$ cat config.mk
export PLATFORM = sky130hd
export DESIGN_NAME = merge8to128_flat
export DESIGN_NICKNAME = d
export VERILOG_FILES = /design/src/rtl/merge8to128_pkg.sv /design/src/rtl/merge8to128_if.sv /design/src/rtl/merge8to128_out_slot.sv /design/src/rtl/merge8to128.sv /design/src/flat_wrapper.sv
export SDC_FILE = /design/constraint.sdc
export NUM_CORES = 1
export LEC_CHECK = 0
export CAP_MARGIN = 10
export CORE_ASPECT_RATIO = 0.6
export CORE_MARGIN = 2
export CORE_UTILIZATION = 60
export CTS_CLUSTER_SIZE = 20
export DETAILED_ROUTE_END_ITERATION = 16
export PLACE_DENSITY = 0.85
export SLEW_MARGIN = 40
export SYNTH_ARGS = -nofsm -noshare
export SYNTH_HDL_FRONTEND = slang
export SYNTH_HIERARCHICAL = 1
export SYNTH_SLANG_ARGS = --single-unit
export TNS_END_PERCENT = 30
$ cat constraint.sdc
create_clock -name clk -period 5.5 [get_ports clk]
set_input_delay 1.1 -clock clk [delete_from_list [all_inputs] [get_ports clk]]
set_output_delay 1.1 -clock clk [all_outputs]
set_load 0.005 [all_outputs]
$ cat src/rtl/merge8to128_pkg.sv
// Shared constants, types and byte-order helper for the byte/block packing datapath.
// Byte order: slot 0 is the most significant byte of the block. The splitters use
// the same order.
package merge8to128_pkg;

    localparam int BLOCK_BYTES = 16;
    localparam int BLOCK_W     = 128;
    localparam int WORD_W      = 32;
    localparam int BYTE_W      = 8;
    localparam int BLOCK_CW    = 5;

    // Byte count of a block, 0..BLOCK_BYTES
    typedef logic [BLOCK_CW-1:0] byte_cnt_t;

    // FILL: gathering bytes; PEND: a finished block waits in the assembly register
    typedef enum logic {
        ST_FILL = 1'b0,
        ST_PEND = 1'b1
    } merge_state_e;

    // Bit offset of byte slot idx. Slot 0 maps to the top byte of the block.
    function automatic int byte_slot_lsb(input int bytes, input int idx);
        return (bytes - 1 - idx) * BYTE_W;
    endfunction

endpackage

$ cat src/rtl/merge8to128_if.sv
// Byte-in / block-out handshake bundle for merge8to128.
// master = byte source and block consumer side, slave = the assembler.
interface merge8to128_if
    import merge8to128_pkg::*;
#(
    parameter int BYTES = BLOCK_BYTES,
    parameter int CW    = BLOCK_CW
);
    logic                  in_valid;
    logic                  in_ready;
    logic [BYTE_W-1:0]     in_byte;
    logic                  in_last;
    logic                  out_valid;
    logic                  out_ready;
    logic [8*BYTES-1:0]    out_block;
    logic [CW-1:0]         out_bytes;
    logic                  out_last;

    modport master (
        output in_valid, in_byte, in_last, out_ready,
        input  in_ready, out_valid, out_block, out_bytes, out_last
    );

    modport slave (
        input  in_valid, in_byte, in_last, out_ready,
        output in_ready, out_valid, out_block, out_bytes, out_last
    );
endinterface

$ cat src/rtl/merge8to128_out_slot.sv
// Single-entry output register for finished blocks. A load and a drain may share
// an edge, so consecutive blocks flow without a bubble.
module merge_out_slot #(
    parameter int BW = 128,
    parameter int CW = 5
) (
    input  logic          clk,
    input  logic          rst_n,
    input  logic          i_load,
    input  logic [BW-1:0] i_block,
    input  logic [CW-1:0] i_bytes,
    input  logic          i_last,
    input  logic          i_ready,
    output logic          o_valid,
    output logic [BW-1:0] o_block,
    output logic [CW-1:0] o_bytes,
    output logic          o_last,
    output logic          o_free
);

    logic          r_valid;
    logic [BW-1:0] r_block;
    logic [CW-1:0] r_bytes;
    logic          r_last;

    // Load a new block, or drop valid once the consumer takes the current one.
    // The payload fields hold until the next load.
    always_ff @(posedge clk or negedge rst_n) begin
        if (!rst_n) begin
            r_valid <= 1'b0;
            r_block <= '0;
            r_bytes <= '0;
            r_last  <= 1'b0;
        end else if (i_load) begin
            r_valid <= 1'b1;
            r_block <= i_block;
            r_bytes <= i_bytes;
            r_last  <= i_last;
        end else if (r_valid && i_ready) begin
            r_valid <= 1'b0;
        end
    end

    // The slot can take a block at this edge if it is empty or is being drained now
    assign o_free  = !r_valid || i_ready;
    assign o_valid = r_valid;
    assign o_block = r_block;
    assign o_bytes = r_bytes;
    assign o_last  = r_last;

endmodule

$ cat src/rtl/merge8to128.sv
// Byte-to-block assembler. Bytes are packed big-endian into the assembly register.
// A closed block goes straight to the output slot when the slot is free. Otherwise
// it stays in the assembly register and byte intake stalls until the slot drains.
module merge8to128
    import merge8to128_pkg::*;
#(
    parameter int BYTES = BLOCK_BYTES,
    parameter int CW    = BLOCK_CW
) (
    input  logic         clk,
    input  logic         rst_n,
    merge8to128_if.slave bus
);

    localparam int            BW        = 8 * BYTES;
    localparam logic [CW-1:0] LAST_SLOT = CW'(BYTES - 1);

    merge_state_e  r_state, w_state_next;
    logic [CW-1:0] r_cnt, w_cnt_next, w_cnt_inc;
    logic [BW-1:0] r_asm, w_asm_next, w_merged;
    logic [CW-1:0] r_pend_bytes, w_pend_bytes_next;
    logic          r_pend_last, w_pend_last_next;

    logic          w_in_ready, w_accept, w_close, w_free;
    logic          w_load, w_load_last;
    logic [BW-1:0] w_load_block;
    logic [CW-1:0] w_load_bytes;
    logic          w_out_valid, w_out_last;
    logic [BW-1:0] w_out_block;
    logic [CW-1:0] w_out_bytes;

    assign w_in_ready = (r_state == ST_FILL);
    assign w_accept   = bus.in_valid && w_in_ready;
    assign w_close    = w_accept && ((r_cnt == LAST_SLOT) || bus.in_last);
    assign w_cnt_inc  = r_cnt + 1'b1;

    // Merge the incoming byte into slot r_cnt. Slots below keep gathered bytes.
    // Slots above are zeroed, which also clears data left from the previous block.
    genvar gi;
    generate
        for (gi = 0; gi < BYTES; gi++) begin : g_slot
            localparam logic [CW-1:0] SLOT = CW'(gi);
            localparam int            LSB  = byte_slot_lsb(BYTES, gi);
            assign w_merged[LSB +: BYTE_W] =
                (r_cnt == SLOT) ? bus.in_byte :
                (r_cnt >  SLOT) ? r_asm[LSB +: BYTE_W] : '0;
        end
    endgenerate

    // State register: assembly buffer, byte count and the pending block's metadata
    always_ff @(posedge clk or negedge rst_n) begin
        if (!rst_n) begin
            r_state      <= ST_FILL;
            r_cnt        <= '0;
            r_asm        <= '0;
            r_pend_bytes <= '0;
            r_pend_last  <= 1'b0;
        end else begin
            r_state      <= w_state_next;
            r_cnt        <= w_cnt_next;
            r_asm        <= w_asm_next;
            r_pend_bytes <= w_pend_bytes_next;
            r_pend_last  <= w_pend_last_next;
        end
    end

    // Next state: accept and merge bytes, close blocks, and decide between a direct
    // load into the output slot and parking the block until the slot drains
    always_comb begin
        w_state_next      = r_state;
        w_cnt_next        = r_cnt;
        w_asm_next        = r_asm;
        w_pend_bytes_next = r_pend_bytes;
        w_pend_last_next  = r_pend_last;
        w_load            = 1'b0;
        w_load_block      = w_merged;
        w_load_bytes      = w_cnt_inc;
        w_load_last       = bus.in_last;
        case (r_state)
            ST_FILL: begin
                if (w_close) begin
                    w_cnt_next = '0;
                    if (w_free) begin
                        w_load = 1'b1;
                    end else begin
                        w_asm_next        = w_merged;
                        w_pend_bytes_next = w_cnt_inc;
                        w_pend_last_next  = bus.in_last;
                        w_state_next      = ST_PEND;
                    end
                end else if (w_accept) begin
                    w_asm_next = w_merged;
                    w_cnt_next = w_cnt_inc;
                end
            end
            ST_PEND: begin
                if (w_out_valid && bus.out_ready) begin
                    w_load       = 1'b1;
                    w_load_block = r_asm;
                    w_load_bytes = r_pend_bytes;
                    w_load_last  = r_pend_last;
                    w_cnt_next   = '0;
                    w_state_next = ST_FILL;
                end
            end
            default: begin
                w_state_next = ST_FILL;
            end
        endcase
    end

    merge_out_slot #(
        .BW (BW),
        .CW (CW)
    ) u_out_slot (
        .clk     (clk),
        .rst_n   (rst_n),
        .i_load  (w_load),
        .i_block (w_load_block),
        .i_bytes (w_load_bytes),
        .i_last  (w_load_last),
        .i_ready (bus.out_ready),
        .o_valid (w_out_valid),
        .o_block (w_out_block),
        .o_bytes (w_out_bytes),
        .o_last  (w_out_last),
        .o_free  (w_free)
    );

    assign bus.in_ready  = w_in_ready;
    assign bus.out_valid = w_out_valid;
    assign bus.out_block = w_out_block;
    assign bus.out_bytes = w_out_bytes;
    assign bus.out_last  = w_out_last;

endmodule

$ cat src/flat_wrapper.sv
// flat-port wrapper written by rule: the top's interface ports become plain ports
module merge8to128_flat import merge8to128_pkg::*;
#(
    parameter int BYTES = BLOCK_BYTES,
    parameter int CW    = BLOCK_CW
)
  (clk, rst_n, bus_in_valid, bus_in_byte, bus_in_last, bus_out_ready, bus_in_ready, bus_out_valid, bus_out_block, bus_out_bytes, bus_out_last);
  merge8to128_if #(.BYTES(BYTES), .CW(CW)) bus_i ();
  input  logic clk;
  input  logic rst_n;
  input wire logic [$bits(bus_i.in_valid)-1:0] bus_in_valid;
  input wire logic [$bits(bus_i.in_byte)-1:0] bus_in_byte;
  input wire logic [$bits(bus_i.in_last)-1:0] bus_in_last;
  input wire logic [$bits(bus_i.out_ready)-1:0] bus_out_ready;
  output wire logic [$bits(bus_i.in_ready)-1:0] bus_in_ready;
  output wire logic [$bits(bus_i.out_valid)-1:0] bus_out_valid;
  output wire logic [$bits(bus_i.out_block)-1:0] bus_out_block;
  output wire logic [$bits(bus_i.out_bytes)-1:0] bus_out_bytes;
  output wire logic [$bits(bus_i.out_last)-1:0] bus_out_last;
  assign bus_i.in_valid = bus_in_valid;
  assign bus_i.in_byte = bus_in_byte;
  assign bus_i.in_last = bus_in_last;
  assign bus_i.out_ready = bus_out_ready;
  assign bus_in_ready = bus_i.in_ready;
  assign bus_out_valid = bus_i.out_valid;
  assign bus_out_block = bus_i.out_block;
  assign bus_out_bytes = bus_i.out_bytes;
  assign bus_out_last = bus_i.out_last;
  merge8to128 #(.BYTES(BYTES), .CW(CW)) u_core (.clk(clk), .rst_n(rst_n), .bus(bus_i));
endmodule
==> reports/metrics.csv <==
metric,value,unit
root_buffer,clkbuf_16,
powerDensity,385.6,nW/µm²
ant_nets,0,
seq_area_frac_synth,56.62,%
drtPass1Iterations,7,
fin_area,14520,µm²
cp-end-kind,flop,
final-max-slew-violation-count,0,
path_cells,ha_1 -> and3_1 -> ha_1 -> nor2_1 -> nor2_1 -> nand2_1 -> nand2_4 -> buf_4 -> mux2_2,
grt_start_max_net_pins,118,
drt-initial-drc-count,961,
holdWs,482.0,ps
worstPathRequired,5900,ps
grt.met1_usage,44.44,%
dp.cells,1276,
cts_tree,yes,
synth_cells,910,
postCtsSetupRepairBufs,0,
synth_area,12150,µm²
grt_usage,30.33,%
die_h,114.2,µm
grt_pass1_wl,50.37,mm
post_cts_resized,0,
drc,0,
criticalPathCategory,flop to flop,
hold_buffers,0,
reg2reg_slack,1770,ps
viasPerCell,6.428,
crit_family,simple AND/OR/NAND/NOR gates,
hold_path_class,input port to async pin,
antenna_cells,0,
cellLeakagePower,0.006402,µW
initial_core_util,61.02,%
cts_sinks,275,
ios,149,
final_layout_size_suffix_gt1_share,22.45,%
dieArea,21450,µm²
antenna_found_initial,0,
finalSetupTns,0,ps
die_x,187.7,µm
period_share,67.84,%
busiest_layer,met2,
final_common_cell,dfrtp_1,
gp_congestion,0.9281,
use_met3,9.470,%
synth_area_per_cell,13.36,µm²
path_clk_slew,70,ps
layout_common_cells,"275 x dfrtp_1, 192 x o2bb2ai_1, 147 x clkdlybuf4s50_1",
worst-path-buf-inv,1,
io_buffers,148,
cpMaxStageDelayCell,dfrtp_1,
tightest_slew,872.0,ps
setup_viol,0,
max-cap-violations,0,
core,19920,µm²
wl_per_cell,24.14,µm
cp-start-kind,flop,
placed_cell_area,13700,µm²
cts_max_level,1,
max_stage_delay,670,ps
slew_headroom,41.73,%
ys_seq_elements,275,
clk_path_buf_depth,3,
synthDistinctLibCells,50,
final_hold_viol_count,0,
status,"complete, no violations",
yosys_warnings,6,
rsz0062_at_grt,no,
met2_usage,44.52,%
worstPathMaxFanout,39,
clock-skew-final,11.48,ps
num_rows,40,
wl,31.86,mm
final_cells,1320,
max_freq,268.0,MHz
ir_drop,0.2494,mV
cts_buffers,24,
fin_nets,1048,
vias,8485,
syn-num-nets,928,
min_period,3731,ps
syn_to_final_growth,19.49,%
grt-ovfl-total,0,
clk_latency,520,ps
dp.final_hpwl,20.18,mm
grt_pass1_vias,8483,
cp.arrival,4130,ps
==> synthesized netlist by cell type (all sizes together) <==
| master | n | area [µm²] |
|---|---|---|
| o21ai | 40 | 207.7 |
| or2 | 2 | 15.02 |
| and3b | 1 | 8.760 |
| and3 | 2 | 12.51 |
| inv | 6 | 22.52 |
| o21a | 2 | 16.27 |
| xnor2 | 1 | 8.760 |
| clkbuf | 11 | 41.29 |
| ha | 5 | 62.56 |
| nand2 | 91 | 364.1 |
| nand3 | 7 | 55.05 |
| mux2 | 152 | 1896 |
| and2b | 1 | 7.510 |
| o2bb2ai | 192 | 1682 |
| o21ba | 1 | 10.01 |
| nor2b | 4 | 25.02 |
| or3 | 1 | 6.260 |
| and2 | 5 | 31.28 |
| dfrtp | 275 | 6882 |
| a211oi | 1 | 7.510 |
| buf | 49 | 312.8 |
| nor2 | 11 | 62.56 |
| xor2 | 1 | 8.760 |
| a22o | 25 | 219.0 |
| or4b | 1 | 10.01 |
| a31oi | 2 | 27.53 |
| o31ai | 2 | 20.02 |
| nand2b | 3 | 21.27 |
| o211ai | 2 | 20.02 |
| nor3 | 6 | 51.30 |
| a21oi | 8 | 40.04 |
==> state kept, by name, summed over array words and instances (netlist names) <==
register / cells
u_core/r_asm: 128
u_core/u_out_slot/o_block: 128
u_core/r_cnt: 5
u_core/r_pend_bytes: 5
u_core/u_out_slot/o_bytes: 5
u_core/r_pend_last: 1
u_core/r_state: 1
u_core/u_out_slot/o_last: 1
u_core/u_out_slot/o_valid: 1
==> layout make-up <==
cell class | count | area, µm²
clock buffer | 36 | 747.0
clock inverter | 7 | 35.03
fill | 1337 | 5396
inverter | 6 | 22.52
multi-input combinational | 569 | 4918
sequential | 275 | 6882
tap | 273 | 341.6
timing repair buffer | 154 | 1577
==> cell families after synthesis <==
kind of cell / synth area share, %
buf+inv: 3.099
mux: 15.60
xor+xnor: 0.1441
flops: 56.62
fa+ha+maj: 0.5147
simple gates: 5.518
compound gates: 18.51
==> stage by stage <==
step	worst slack, ps	power, µW	util (%)
6_report	1769	5599	72.91
5_1_grt	1577	5818	72.91
4_1_cts	1853	5582	72.71
3_5_place_dp	1807	3919	68.78
3_3_place_gp	1883	3863	68.77
2_1_floorplan	2952	3359	-
==> per-layer routing <==
| layer | routed length, µm | vias up |
|---|---|---|
| li1 | - | 3676 |
| met5 | 0 | - |
| met4 | 631 | 0 |
| met3 | 3461 | 61 |
| met1 | 13830 | 4287 |
| met2 | 13930 | 461 |
==> worst paths after layout <==
check,endpoint,from,cells after the start
max in group asynchronous,u_core/u_out_slot/o_block[52],rst_n,2
hold / removal,u_core/u_out_slot/o_block[120],rst_n,1
min in group clk,u_core/r_pend_bytes[2],u_core/r_pend_bytes[2],2
hold reg to reg,u_core/r_pend_bytes[2],u_core/r_pend_bytes[2],2
setup / recovery,u_core/u_out_slot/o_bytes[2],u_core/r_cnt[0],9
setup reg to reg,u_core/u_out_slot/o_bytes[2],u_core/r_cnt[0],9
==> power by group <==
group	switching, µW	leakage, µW	internal, µW	total, µW
Combinational	790	0.00223	693	1480
Sequential	183	0.00378	2270	2450
Clock	731	0.000397	938	1670
Total	1700	0.00640	3900	5600
Power figures use the tool's default switching activity.
